$ cat config.mk
export PLATFORM = sky130hd
export DESIGN_NAME = controle_elevador_param
export DESIGN_NICKNAME = d
export VERILOG_FILES = /design/src/rtl/controle_elevador_param_pkg.sv /design/src/rtl/controle_elevador_param_contador_pessoas.sv /design/src/rtl/controle_elevador_param.sv
export SDC_FILE = /design/constraint.sdc
export NUM_CORES = 1
export LEC_CHECK = 0
export ABC_AREA = 1
export CORE_ASPECT_RATIO = 2
export CORE_MARGIN = 2
export CORE_UTILIZATION = 55
export CTS_BUF_LIST = sky130_fd_sc_hd__clkbuf_4
export DETAILED_ROUTE_END_ITERATION = 10
export GPL_ROUTABILITY_DRIVEN = 0
export GPL_TIMING_DRIVEN = 0
export PLACE_DENSITY = 0.79
export RECOVER_POWER = 100
export REMOVE_ABC_BUFFERS = 1
export SYNTH_ARGS = -nofsm -noshare
export SYNTH_HDL_FRONTEND = slang
export SYNTH_SLANG_ARGS = --single-unit
$ cat constraint.sdc
create_clock -name clock -period 2.2 [get_ports clock]
set_input_delay 0.22 -clock clock [delete_from_list [all_inputs] [get_ports clock]]
set_output_delay 0.22 -clock clock [all_outputs]
set_load 0.02 [all_outputs]
$ cat src/rtl/controle_elevador_param_pkg.sv
// Shared types and constants for the parametrised elevator core.
package controle_elevador_param_pkg;

   // Controller states; PARADO and PORTA_ABERTA both count as "stopped"
   typedef enum logic [1:0] {
      PARADO       = 2'd0,
      SUBINDO      = 2'd1,
      DESCENDO     = 2'd2,
      PORTA_ABERTA = 2'd3
   } estado_t;

   // Last travel direction, used to break ties when calls exist both ways
   localparam logic DIR_SOBE  = 1'b1;
   localparam logic DIR_DESCE = 1'b0;

endpackage

$ cat src/rtl/controle_elevador_param_contador_pessoas.sv
// Saturating occupant counter. Pulses count only while enabled (door open);
// o_aceito flags a pulse that was honoured so the door timer can restart.
module contador_pessoas
   import controle_elevador_param_pkg::*;
#(
   parameter int CAPACIDADE = 3,
   localparam int LC = $clog2(CAPACIDADE + 1)
) (
   input  logic          i_clock,
   input  logic          i_reset,
   input  logic          i_habilita,
   input  logic          i_entra,
   input  logic          i_sai,
   output logic [LC-1:0] o_quantidade,
   output logic          o_alerta,
   output logic          o_aceito
);

   localparam logic [LC-1:0] MAXIMO = LC'(CAPACIDADE);

   logic [LC-1:0] r_quantidade;
   logic          r_alerta;
   logic          w_cheio;
   logic          w_vazio;
   logic          w_soma;
   logic          w_subtrai;
   logic [LC-1:0] w_proxima;

   // Decide whether the pulse is honoured and what the next count is
   always_comb begin
      w_cheio   = (r_quantidade == MAXIMO);
      w_vazio   = (r_quantidade == '0);
      w_soma    = i_habilita & i_entra & ~i_sai & ~w_cheio;
      w_subtrai = i_habilita & i_sai & ~i_entra & ~w_vazio;
      o_aceito  = w_soma | w_subtrai | (i_habilita & i_entra & i_sai);
      w_proxima = r_quantidade;
      if (w_soma) begin
         w_proxima = r_quantidade + 1'b1;
      end else if (w_subtrai) begin
         w_proxima = r_quantidade - 1'b1;
      end
   end

   // Count register; alarm reflects the post-update count
   always_ff @(posedge i_clock or posedge i_reset) begin
      if (i_reset) begin
         r_quantidade <= '0;
         r_alerta     <= 1'b0;
      end else begin
         r_quantidade <= w_proxima;
         r_alerta     <= (w_proxima == MAXIMO);
      end
   end

   assign o_quantidade = r_quantidade;
   assign o_alerta     = r_alerta;

endmodule

$ cat src/rtl/controle_elevador_param.sv
// Elevator core: latched per-floor calls, SCAN-style direction choice,
// timed floor travel and a timed door, plus the occupant counter.
module controle_elevador_param
   import controle_elevador_param_pkg::*;
#(
   parameter int N_ANDARES   = 4,
   parameter int CAPACIDADE  = 3,
   parameter int TEMPO_ANDAR = 8,
   parameter int TEMPO_PORTA = 16,
   localparam int LA = $clog2(N_ANDARES),
   localparam int LC = $clog2(CAPACIDADE + 1)
) (
   input  logic                 clock,
   input  logic                 reset,
   input  logic [N_ANDARES-1:0] chamada,
   input  logic                 pessoa_entra,
   input  logic                 pessoa_sai,
   output logic [LA-1:0]        andar_atual,
   output logic                 subindo,
   output logic                 descendo,
   output logic                 parado,
   output logic                 porta_aberta,
   output logic [N_ANDARES-1:0] pedidos_pendentes,
   output logic [LC-1:0]        quantidade_pessoas,
   output logic                 alerta_capacidade
);

   localparam int TEMPO_MAX = (TEMPO_ANDAR > TEMPO_PORTA) ? TEMPO_ANDAR : TEMPO_PORTA;
   localparam int LT        = $clog2(TEMPO_MAX + 1);

   localparam logic [LT-1:0] CARGA_ANDAR = LT'(TEMPO_ANDAR - 1);
   localparam logic [LT-1:0] CARGA_PORTA = LT'(TEMPO_PORTA - 1);
   localparam logic [LA-1:0] ANDAR_TOPO  = LA'(N_ANDARES - 1);

   estado_t              r_estado;
   logic [LA-1:0]        r_andar;
   logic [LT-1:0]        r_timer;
   logic [N_ANDARES-1:0] r_pedidos;
   logic                 r_dir;
   logic                 r_subindo;
   logic                 r_descendo;
   logic                 r_parado;
   logic                 r_porta;

   logic [N_ANDARES-1:0] w_efetivo;
   logic [N_ANDARES-1:0] w_um_aqui;
   logic [N_ANDARES-1:0] w_um_cima;
   logic [N_ANDARES-1:0] w_um_baixo;
   logic [N_ANDARES-1:0] w_mask_acima;
   logic [N_ANDARES-1:0] w_mask_abaixo;
   logic [N_ANDARES-1:0] w_mask_alem_cima;
   logic [N_ANDARES-1:0] w_mask_alem_baixo;

   logic w_aqui;
   logic w_chamada_aqui;
   logic w_acima;
   logic w_abaixo;
   logic w_chega_cima;
   logic w_chega_baixo;
   logic w_alem_cima;
   logic w_alem_baixo;
   logic w_habilita;
   logic w_aceito;

   estado_t              w_prox_estado;
   logic [LA-1:0]        w_prox_andar;
   logic [LT-1:0]        w_prox_timer;
   logic [N_ANDARES-1:0] w_prox_pedidos;
   logic                 w_prox_dir;

   // Floor masks relative to the current floor and its neighbours
   always_comb begin
      w_um_aqui         = '0;
      w_um_cima         = '0;
      w_um_baixo        = '0;
      w_mask_acima      = '0;
      w_mask_abaixo     = '0;
      w_mask_alem_cima  = '0;
      w_mask_alem_baixo = '0;
      for (int unsigned i = 0; i < N_ANDARES; i++) begin
         w_um_aqui[i]         = (i == 32'(r_andar));
         w_um_cima[i]         = (i == 32'(r_andar) + 32'd1);
         w_um_baixo[i]        = (i + 32'd1 == 32'(r_andar));
         w_mask_acima[i]      = (i > 32'(r_andar));
         w_mask_abaixo[i]     = (i < 32'(r_andar));
         w_mask_alem_cima[i]  = (i > 32'(r_andar) + 32'd1);
         w_mask_alem_baixo[i] = (i + 32'd1 < 32'(r_andar));
      end
   end

   // Calls act on the same edge they are sampled
   always_comb begin
      w_efetivo      = r_pedidos | chamada;
      w_aqui         = |(w_efetivo & w_um_aqui);
      w_chamada_aqui = |(chamada & w_um_aqui);
      w_acima        = |(w_efetivo & w_mask_acima);
      w_abaixo       = |(w_efetivo & w_mask_abaixo);
      w_chega_cima   = |(w_efetivo & w_um_cima);
      w_chega_baixo  = |(w_efetivo & w_um_baixo);
      w_alem_cima    = |(w_efetivo & w_mask_alem_cima);
      w_alem_baixo   = |(w_efetivo & w_mask_alem_baixo);
   end

   assign w_habilita = (r_estado == PORTA_ABERTA);

   contador_pessoas #(
      .CAPACIDADE(CAPACIDADE)
   ) u_contador (
      .i_clock      (clock),
      .i_reset      (reset),
      .i_habilita   (w_habilita),
      .i_entra      (pessoa_entra),
      .i_sai        (pessoa_sai),
      .o_quantidade (quantidade_pessoas),
      .o_alerta     (alerta_capacidade),
      .o_aceito     (w_aceito)
   );

   // Next-state decision for the travel/door controller
   always_comb begin
      w_prox_estado  = r_estado;
      w_prox_andar   = r_andar;
      w_prox_timer   = r_timer;
      w_prox_pedidos = w_efetivo;
      w_prox_dir     = r_dir;
      case (r_estado)
         PARADO: begin
            if (w_aqui) begin
               w_prox_estado  = PORTA_ABERTA;
               w_prox_pedidos = w_efetivo & ~w_um_aqui;
               w_prox_timer   = CARGA_PORTA;
            end else if (w_acima && (!w_abaixo || r_dir == DIR_SOBE)) begin
               w_prox_estado = SUBINDO;
               w_prox_timer  = CARGA_ANDAR;
            end else if (w_abaixo) begin
               w_prox_estado = DESCENDO;
               w_prox_timer  = CARGA_ANDAR;
            end
         end
         SUBINDO: begin
            if (r_timer != '0) begin
               w_prox_timer = r_timer - 1'b1;
            end else if (r_andar != ANDAR_TOPO) begin
               w_prox_andar = r_andar + 1'b1;
               w_prox_dir   = DIR_SOBE;
               if (w_chega_cima) begin
                  w_prox_estado  = PORTA_ABERTA;
                  w_prox_pedidos = w_efetivo & ~w_um_cima;
                  w_prox_timer   = CARGA_PORTA;
               end else if (w_alem_cima) begin
                  w_prox_timer = CARGA_ANDAR;
               end else begin
                  w_prox_estado = PARADO;
               end
            end else begin
               w_prox_estado = PARADO;
            end
         end
         DESCENDO: begin
            if (r_timer != '0) begin
               w_prox_timer = r_timer - 1'b1;
            end else if (r_andar != '0) begin
               w_prox_andar = r_andar - 1'b1;
               w_prox_dir   = DIR_DESCE;
               if (w_chega_baixo) begin
                  w_prox_estado  = PORTA_ABERTA;
                  w_prox_pedidos = w_efetivo & ~w_um_baixo;
                  w_prox_timer   = CARGA_PORTA;
               end else if (w_alem_baixo) begin
                  w_prox_timer = CARGA_ANDAR;
               end else begin
                  w_prox_estado = PARADO;
               end
            end else begin
               w_prox_estado = PARADO;
            end
         end
         PORTA_ABERTA: begin
            // A call for this floor is absorbed by keeping the door open
            w_prox_pedidos = w_efetivo & ~w_um_aqui;
            if (w_chamada_aqui || w_aceito) begin
               w_prox_timer = CARGA_PORTA;
            end else if (r_timer == '0) begin
               w_prox_estado = PARADO;
            end else begin
               w_prox_timer = r_timer - 1'b1;
            end
         end
         default: begin
            w_prox_estado = PARADO;
         end
      endcase
   end

   // State, position, requests and registered status flags
   always_ff @(posedge clock or posedge reset) begin
      if (reset) begin
         r_estado   <= PARADO;
         r_andar    <= '0;
         r_timer    <= '0;
         r_pedidos  <= '0;
         r_dir      <= DIR_SOBE;
         r_subindo  <= 1'b0;
         r_descendo <= 1'b0;
         r_parado   <= 1'b1;
         r_porta    <= 1'b0;
      end else begin
         r_estado   <= w_prox_estado;
         r_andar    <= w_prox_andar;
         r_timer    <= w_prox_timer;
         r_pedidos  <= w_prox_pedidos;
         r_dir      <= w_prox_dir;
         r_subindo  <= (w_prox_estado == SUBINDO);
         r_descendo <= (w_prox_estado == DESCENDO);
         r_parado   <= (w_prox_estado == PARADO) || (w_prox_estado == PORTA_ABERTA);
         r_porta    <= (w_prox_estado == PORTA_ABERTA);
      end
   end

   assign andar_atual       = r_andar;
   assign subindo           = r_subindo;
   assign descendo          = r_descendo;
   assign parado            = r_parado;
   assign porta_aberta      = r_porta;
   assign pedidos_pendentes = r_pedidos;

endmodule

== Yosys cells after proc, flatten, opt, wreduce, memory -nomap -nowiden ==
Index checks and enable logic that the tools add are counted.

* Register bits after elaboration: 21
* Input port bits: 8
* Memory bits (read-only): 0
* RAM bits: 0
* Bits in latches: 0
* Memories: 0
* Output and inout port bits: 13
* Logic and storage cells: 152

* Reduce and logical (&&, ||, !) cells: 24
* Equality and inequality tests: 25
* Bitwise operators: 28
* Multiplexer cells: 48
* Div/mod/pow operators: 0
* Add/subtract/negate cells: 6
* Shift operators: 0
* $lt $le $gt $ge: 10
* Multipliers: 0

{| class="wikitable"
|+ Operators with widths
! cell !! count
|-
| $mux W5 || 13
|-
| $eq A2 B32 Y1 const A || 2
|-
| $gt A1 B32 Y1 const A || 2
|-
| $mux W2 || 19
|-
| $and A4 B4 Y4 || 8
|-
| $eq A1 B32 Y1 const A || 1
|-
| $gt A2 B32 Y1 const A || 1
|-
| $logic_not A32 Y1 || 1
|-
| $reduce_or A4 Y1 || 8
|-
| $mux W4 || 7
|-
| $pmux W5 S4 || 1
|-
| $pmux W4 S4 || 1
|-
| $eq A2 B2 Y1 const B || 6
|-
| $ne A4 B4 Y1 const B || 3
|-
| $ne A2 B2 Y1 const B || 5
|-
| $ne A3 B3 Y1 const B || 3
|-
| $and A4 B3 Y4 || 2
|-
| $logic_not A2 Y1 || 4
|-
| $not A4 Y4 || 2
|-
| $pmux W2 S4 || 1
|-
| $and A1 B1 Y1 || 7
|-
| $reduce_and A6 Y1 || 1
|-
| $logic_not A5 Y1 || 1
|-
| $reduce_and A5 Y1 || 1
|-
| other kinds (25) || 41
|}

== Depth between registers and ports, before layout ==
Gate-level depths: netlist of the first run.

* Depth after elaboration: 11
* Mapped depth: 15
* Gate-level depth less buffers: 15

== By module ==
From an unflattened synthesis of the first run, not the netlist that was laid out.

* Cells, all modules: 253
* Area, all modules: 1,816.7 um^2

{| class="wikitable"
|+ Modules (own cells, without submodules)
! module !! area an instance (um^2) !! cells an instance !! seq. area each (um^2) !! times used
|-
| controle_elevador_param || 1,595.3 || 224 || 452.9 || 1
|-
| contador_pessoas || 221.5 || 29 || 75.1 || 1
|}

== Worst setup path after synthesis of the first run ==
OpenSTA, ideal clock, no wires.

* Kind: reg-to-reg
* From: register r_andar[0], in the netlist andar_atual[0]
* To: register r_descendo, in the netlist descendo
* Period minus slack after synthesis: 2.059 ns
* Buffers on the path: 0
* Arrival: 1.938 ns
* Cell stages (with the launch flop): 14
* Setup slack: 0.141 ns
* Data required time: 2.079 ns
* Library setup time: 0.121 ns
* Cells stage by stage: dfrtp_1 > inv_1 > ha_1 > inv_1 > nor2_1 > nor2_1 > inv_1 > o21ai_0 > nand2_1 > nand2_1 > nand2_1 > nor2_1 > inv_1 > ha_1

* Word-level cells in the longest chain between the ends: 10
* Elaborated cells on any way between the ends: 55
* Classes of those cells: add/sub (1); order compare (10); eq/ne (8); mux (13); bitwise (8); reduce/logical (15)

{| class="wikitable"
|+ Ends and longest elaborated chain
! item !! line !! RTL
|-
| from (decl) || controle_elevador_param.sv:36 || <nowiki>logic [LA-1:0] r_andar;</nowiki>
|-
| from (signal assigned) || controle_elevador_param.sv:209 || <nowiki>r_andar <= w_prox_andar;</nowiki>
|-
| $add A2 B1 Y3, or another cell as far along || controle_elevador_param.sv:82, controle_elevador_param.sv:86 ||
|-
| $gt A1 B32 Y1, or another cell as far along || controle_elevador_param.sv:86 || <nowiki>w_mask_alem_cima[i] = (i > 32'(r_andar) + 32'd1);</nowiki>
|-
| $and A4 B4 Y4 or $reduce_or A4 Y1 (tied branches) || controle_elevador_param.sv:100, controle_elevador_param.sv:97 ||
|-
| $reduce_or A4 Y1 or $logic_not A1 Y1 (tied branches) || controle_elevador_param.sv:100, controle_elevador_param.sv:132 ||
|-
| $mux W2 or $logic_or A1 B1 Y1 (tied branches) || controle_elevador_param.sv:150, controle_elevador_param.sv:132 ||
|-
| $mux W2 or $logic_and A1 B1 Y1 (tied branches) || controle_elevador_param.sv:146, controle_elevador_param.sv:132 ||
|-
| $mux W2 (on tied branches) || controle_elevador_param.sv:143, controle_elevador_param.sv:132 ||
|-
| $mux W2 (on tied branches) || controle_elevador_param.sv:141, controle_elevador_param.sv:128 ||
|-
| $pmux W2 S4 (*) || controle_elevador_param.sv:126 || <nowiki>case (r_estado)</nowiki>
|-
| via w_prox_estado[1] || controle_elevador_param.sv:65 || <nowiki>estado_t w_prox_estado;</nowiki>
|-
| $eq A2 B2 Y1 (*) || controle_elevador_param.sv:214 || <nowiki>r_descendo <= (w_prox_estado == DESCENDO);</nowiki>
|-
| to (signal assigned) || controle_elevador_param.sv:214 ||
|-
| to (decl) || controle_elevador_param.sv:41 || <nowiki>logic r_descendo;</nowiki>
|}

The timed path passes the listed nets; every way through them passes the cells marked *.
A chain may end at the register's enable or synchronous reset.

== Worst setup path after layout of the first run ==
* From: register r_andar[1], in the netlist andar_atual[1]
* To: register r_descendo, in the netlist descendo

The elaborated chain is that of the path after synthesis.

==> impl_metrics.py, run 1 <==
metrics = {
    "worst_setup_path": {
        "crit_family": "simple AND/OR/NAND/NOR gates",
        "path_class": "register to register",
        "cp_slowest_cell": "dfrtp_2",
        "arrival_ns": 2.34,
        "crit_fanout": 6,
        "startpoint_type": "register",
        "critPathMostFrequentCell": "nand2_1",
        "path_depth": 14,
        "worstPathCellList": "inv_2, ha_2, inv_1, nand2_1, nor2_1, nor2_1, nor2_1, o21ai_0, nand2_1, nand2_1, nand2_1, nor2_2, inv_2, ha_1",
        "r2r_cells": 14,
        "crit_path_start": "andar_atual[1]",
        "max_stage_delay_ns": 0.45,
        "cp.required_ns": 2.41,
        "crit_buf_inv": 3,
        "r2r-start": "andar_atual[1]",
        "cp-end-kind": "register",
    },
    "synth": {
        "synth_area_leaders": "dfrtp_1 28%, nand2_1 15%, ha_1 10%, nor2_1 10%, inv_1 8.5%",
        "synth_compound_area_frac": 0.0855,
        "synth_top_cells_by_count": "65 x nand2_1, 46 x nor2_1, 38 x inv_1",
        "synth_area_per_cell_um2": 6.52,
        "yosys_warnings": 0,
        "synthesis.area_um2": 1670,
        "yosys.cell_types.count": 23,
        "synthSimpleGateAreaFrac": 0.372,
        "post-synth-top-count-cell": "nand2_1",
        "ys_seq_elements": 21,
        "synth_xor_xnor_area_share": 0.0157,
        "synthMuxAreaShare": 0,
        "synth.top_cell.area_share": 0.285,
        "synth_top_family_by_area": "simple AND/OR/NAND/NOR gates",
        "async_reset_ff_frac": 1.00,
        "synthAdderAreaFrac": 0.105,
        "yosysSeqAreaShare": 0.316,
        "ys.flop_type": "dfrtp_1",
        "synth_top_area_cell": "dfrtp_1",
        "syn_inst": 256,
        "synth_edf_count": 0,
    },
    "pwr": {
        "p_comb_frac": 0.638,
        "max-vdd-ir-drop_v": 0.000893,
        "p_seq_frac": 0.282,
        "net-switching-power_mw": 1.24,
        "pwr-share-clk": 0.080,
        "sw_frac_of_total": 0.506,
        "p_int_mw": 1.21,
        "power_leakage_nw": 1.09,
        "power_density_nw_per_um2": 1220,
    },
    "layout": {
        "diodes": 0,
        "final_cells": 314,
        "nNetsFinal": 307,
        "area_delta_synth_final_pct": 20.5,
        "layout-drive-gt1-share": 0.148,
    },
    "sta": {
        "fin_tns_setup_ns": 0,
        "fmax_mhz": 469,
        "finClkSkew_ns": 0.0129,
        "drv_slew": 0,
        "min_period_over_period": 0.969,
        "max-slew-margin-rel": 0.429,
        "fin_crit_ns": 2.13,
        "tightest_slew_ns": 0.848,
        "setup_viol": 0,
        "hold_viol_final": 0,
    },
    "drt": {
        "first_pass_iters": 4,
        "drc_errors": 0,
        "drt_wl_total_mm": 4.14,
        "detail_route.vias_per_cell": 5.36,
        "drt_iter0_drc": 34,
        "routedWlPerCell_um": 13.2,
        "via_count": 1684,
        "ant_nets": 0,
    },
    "clocking": {
        "clk_pin_slew_ns": 0.13,
        "insertion_delay_ns": 0.32,
        "cts_sinks": 21,
        "tritoncts": "done",
        "clockRootBuffer": "clkbuf_4",
        "cts_max_path_buffers": 2,
        "htreeDepth": 1,
        "cts_made_buffers": 3,
    },
    "place": {
        "dpl.hpwl_mm": 3.23,
        "dpl.cell_count": 305,
        "port_buffers": 20,
    },
    "global_routing": {
        "grtUsageTotal": 0.246,
        "antenna_found_initial": 0,
        "grt_overflow": 0,
        "grt_pass1_vias": 1597,
        "grt_max_degree": 22,
        "grt_pass1_wl_mm": 6.64,
    },
    "die": {
        "core_area_um2": 2940,
        "die_w_um": 43.0,
        "die-height_um": 81.9,
        "start_util": 0.567,
        "fp-row-count": 28,
        "die_area_um2": 3520,
        "ios": 21,
    },
    "run": {
        "maxCapViolCount": 0,
    },
    "run_status": {
        "status": "finished clean",
    },
    "worst_hold_path": {
        "hold_path.class": "primary input to async pin",
    },
}
-- cells in the final DEF, fill, tap and decap left out, drive strengths merged --
cell and n:
nand4 4, ha 14, dfstp 2, a21oi 10, a31oi 2, nor2 47
dlygate4sd3 14, dfrtp 19, nor4 1, xor2 2, nand3 23, or2 1
xnor2 1, and2 1, clkbuf 3, clkinv 1, nor3 2, o211ai 4
nand2 67, clkdlybuf4s50 6, buf 5, inv 45, o21ai 10
-- registers in the layout, indices dropped and copies added, names as in the netlist --
name	count
r_timer	5
pedidos_pendentes	4
andar_atual	2
r_estado	2
u_contador.o_quantidade	2
descendo	1
parado	1
porta_aberta	1
r_dir	1
subindo	1
u_contador.o_alerta	1
-- worst register-to-register path: stages, from the launching register on --
cell,delay [ns]
dfrtp_2,0.45
inv_2,0.11
ha_2,0.22
inv_1,0.08
nand2_1,0.09
nor2_1,0.04
nor2_1,0.16
nor2_1,0.06
o21ai_0,0.16
nand2_1,0.07
nand2_1,0.10
nand2_1,0.08
nor2_2,0.15
inv_2,0.06
ha_1,0.19
-- metrics by stage --
stage | power, mW | setup WS (ns) | hold WS [ns] | utilization | cell area (um2)
finish | 2.45 | 0.0683 | 0.472 | 0.683 | 2010
global route | 2.68 | -0.0326 | 0.537 | 0.683 | 2010
global placement | 2.18 | -0.112 | 0.456 | 0.645 | 1900
floorplan | 1.72 | 0.141 | 0.195 | - | 1660
CTS | 2.42 | 0.00355 | 0.367 | 0.660 | 1940
detailed placement | 2.21 | -0.138 | 0.459 | 0.645 | 1900
-- layout make-up --
cell class	instances	area, um2
clock buffers	3	22.5
clock inverters	1	5.00
fillers	288	932
inverters	45	171
multi-input cells	189	1010
flip-flops and latches	21	531
well taps	30	37.5
repair buffers	25	238
-- power groups by stage --
stage | combinational (mW) | sequential [mW] | clock, mW
floorplan | 0.910 | 0.811 | 0
global placement | 1.47 | 0.707 | 0
detailed placement | 1.50 | 0.711 | 0
CTS | 1.52 | 0.702 | 0.202
global route | 1.75 | 0.717 | 0.211
finish | 1.56 | 0.690 | 0.195
-- what timing repair did --
action                                  CTS  global route
endpoints found under the setup margin    4            10
hold buffers                              0             0
gates resized for setup                   4            18
pin swaps                                 1             3
buffers inserted                          1             4
-- logic make-up (layout without fill, tap and decap cells) --
group           after synthesis  count (layout)
simple gates                146             146
buf+inv                      46              74
compound gates               26              26
flops                        21              21
fa+ha+maj                    14              14
xor+xnor                      3               3
-- final timing paths --
path | slack (ns) | end
max | 0.07 | descendo
min in group clock | 0.48 | r_timer[1]
min | 0.47 | andar_atual[0]
max in group asynchronous | 1.19 | andar_atual[1]
max reg2reg | 0.07 | descendo
min reg2reg | 0.48 | r_timer[1]
-- layer usage --
metal	GRT usage	part of all wire	up-vias
met3	0.0242	0.034	24
met1	0.248	0.37	742
met5	0	0	-
met4	0.191	0.060	0
met2	0.448	0.54	62
li1	-	-	856
No activity file was read; power rests on OpenSTA's default activity.
==> run 2, diff against run 1 <==
Settings changed: CORE_UTILIZATION 55 to 30, PLACE_DENSITY 0.79 to default.
Clock period 2.2 ns to 2.14 ns, I/O delays scaled along.
==> run 2 against run 1 <==
Critical endpoint is now porta_aberta; power is 8.7% higher; via count is 4.0% higher; global-route usage is 8.5 points lower; combinational power is 10% higher; die area is 77% higher; fmax is 4.7% higher; hold slack worse by 0.0057 ns; utilization is 29 points lower; largest cell class unchanged; sequential cell count stayed put; final area is 7.3% higher; routed wire length is 16% higher; critical path depth is 1 lower.
==> impl_metrics.py, run 2 (synthesized netlist as in run 1, its figures left out) <==
metrics = {
    "run_status": {
        "status": "finished clean",
    },
    "die": {
        "die_area_um2": 6210,
        "die-height_um": 109,
        "start_util": 0.308,
        "ios": 21,
        "core_area_um2": 5420,
        "die_w_um": 56.7,
        "fp-row-count": 38,
    },
    "clocking": {
        "clockRootBuffer": "clkbuf_4",
        "cts_sinks": 21,
        "insertion_delay_ns": 0.33,
        "clk_pin_slew_ns": 0.15,
        "cts_made_buffers": 3,
        "tritoncts": "done",
        "cts_max_path_buffers": 2,
        "htreeDepth": 1,
        "cts_hold_buf": 0,
    },
    "layout": {
        "area_delta_synth_final_pct": 29.2,
        "regArea_um2": 531,
        "final_cells": 348,
        "layout_common_cells": "63 x nand2_1, 39 x nor2_1, 34 x inv_1",
        "multi_input_area_um2": 1070,
        "layout-drive-gt1-share": 0.198,
        "n_fill_cell": 612,
        "diodes": 0,
        "nNetsFinal": 311,
        "final_common_cell": "nand2_1",
        "fin_util": 0.398,
        "largest_register": "r_timer",
        "largest_reg_flops": 5,
    },
    "worst_setup_path": {
        "r2r_cells": 13,
        "crit_fanout": 4,
        "critPathMostFrequentCell": "nand2_1",
        "cp_slowest_cell": "dfrtp_2",
        "regToRegEndpoint": "porta_aberta",
        "startpoint_type": "register",
        "max_stage_delay_ns": 0.47,
        "cp-end-kind": "register",
        "crit_path_start": "andar_atual[1]",
        "worstPathCellList": "buf_4, ha_4, inv_2, nor2_1, nor2_2, inv_1, o21ai_2, nand2_1, nand2_1, nand2_1, nor2_2, inv_2, ha_1",
        "r2r-start": "andar_atual[1]",
        "ff2ff_setup_slack_ns": 0.10,
        "path_class": "register to register",
        "arrival_ns": 2.26,
        "cp.required_ns": 2.36,
    },
    "drt": {
        "drt_wl_total_mm": 4.79,
        "drt_iter0_drc": 54,
        "via_count": 1752,
        "detail_route.vias_per_cell": 5.03,
        "drc_errors": 0,
        "routedWlPerCell_um": 13.8,
        "first_pass_iters": 4,
        "ant_nets": 0,
    },
    "sta": {
        "hold_viol_final": 0,
        "drv_slew": 0,
        "setup_viol": 0,
        "fmax_mhz": 491,
        "tightest_slew_ns": 0.829,
        "max-slew-margin-rel": 0.447,
        "min_period_over_period": 0.952,
        "fin_crit_ns": 2.04,
        "finClkSkew_ns": 0.0125,
        "setup_slack_ns": 0.103,
    },
    "pwr": {
        "pwr-share-clk": 0.083,
        "p_seq_frac": 0.270,
        "power_mw": 2.66,
        "p_comb_frac": 0.647,
        "power_density_nw_per_um2": 1230,
        "sw_frac_of_total": 0.510,
        "power_leakage_nw": 1.11,
        "max-vdd-ir-drop_v": 0.000559,
        "p_int_mw": 1.31,
        "net-switching-power_mw": 1.36,
    },
    "global_routing": {
        "grt_max_degree": 22,
        "grt_overflow": 0,
        "grtUsageTotal": 0.161,
        "grt_pass1_wl_mm": 7.71,
        "grt_pass1_vias": 1671,
        "antenna_found_initial": 0,
    },
    "place": {
        "dp_worst_setup_slack_ns": -0.232,
        "dpl.cell_count": 335,
        "dpl.hpwl_mm": 3.77,
        "port_buffers": 20,
    },
    "worst_hold_path": {
        "hold_path.class": "primary input to async pin",
    },
    "run": {
        "maxCapViolCount": 0,
    },
}
[run 2: cell count changes in the layout (fill, tap and decap cells not counted), moves of 2 or more]
cell,previous run,this run
o21ai_2,0,2
o21ai_0,10,8
ha_1,9,7
a21oi_1,10,8
a21oi_2,0,2
nor2_2,5,7
buf_6,0,2
ha_4,0,3
inv_2,10,8
buf_4,5,7
[run 2: final cells by class]
type | instances | area share
repair buffers | 29 | 0.128
multi-input cells | 189 | 0.496
flip-flops and latches | 21 | 0.246
clock inverters | 1 | 0.00232
inverters | 45 | 0.0829
clock buffers | 3 | 0.0104
well taps | 60 | 0.0348
[run 2: per-stage QoR]
| stage | hold WS (ns) | TNS [ns] | cell area (um2) |
|---|---|---|---|
| after floorplan | 0.189 | 0 | 1660 |
| after global placement | 0.456 | -1.00 | 1940 |
| after detailed placement | 0.465 | -1.23 | 1940 |
| after CTS | 0.375 | 0 | 2030 |
| after global routing | 0.511 | -0.0198 | 2160 |
| final | 0.466 | 0 | 2160 |
[run 2: worst max-delay path by stage]
stage,end,cells past startpoint
5_1_grt,parado,13
6_report,porta_aberta,13
3_5_place_dp,porta_aberta,13
3_3_place_gp,descendo,13
2_1_floorplan,descendo,13
4_1_cts,porta_aberta,13
[run 2: critical path: cells and delay by family (launching register included)]
family                   cells  cell delay [ns]
AND/OR/NAND/NOR              6             0.60
buffers and inverters        4             0.37
flip-flops                   1             0.47
AO/OA/AOI/OAI                1             0.12
adder cells (fa/ha/maj)      2             0.37
[run 2: repair_timing]
action,CTS,global route
setup endpoints to repair,10,10
setup buffers,5,4
cloned,0,0
pin swaps,1,7
resized for setup,10,32
[run 2: power by group through the flow]
stage	clock [mW]	combinational, mW	sequential (mW)
2_1_floorplan	0	0.936	0.834
3_3_place_gp	0	1.55	0.725
3_5_place_dp	0	1.58	0.732
4_1_cts	0.224	1.64	0.717
5_1_grt	0.239	1.94	0.741
6_report	0.221	1.72	0.718
[run 2: metal layers]
metal  GRT usage  wire, um  vias up
met1       0.147      1590      810
met2       0.316      2700       54
met5           0         0        -
met3      0.0141       137       23
li1            -         -      865
met4       0.123       357        0
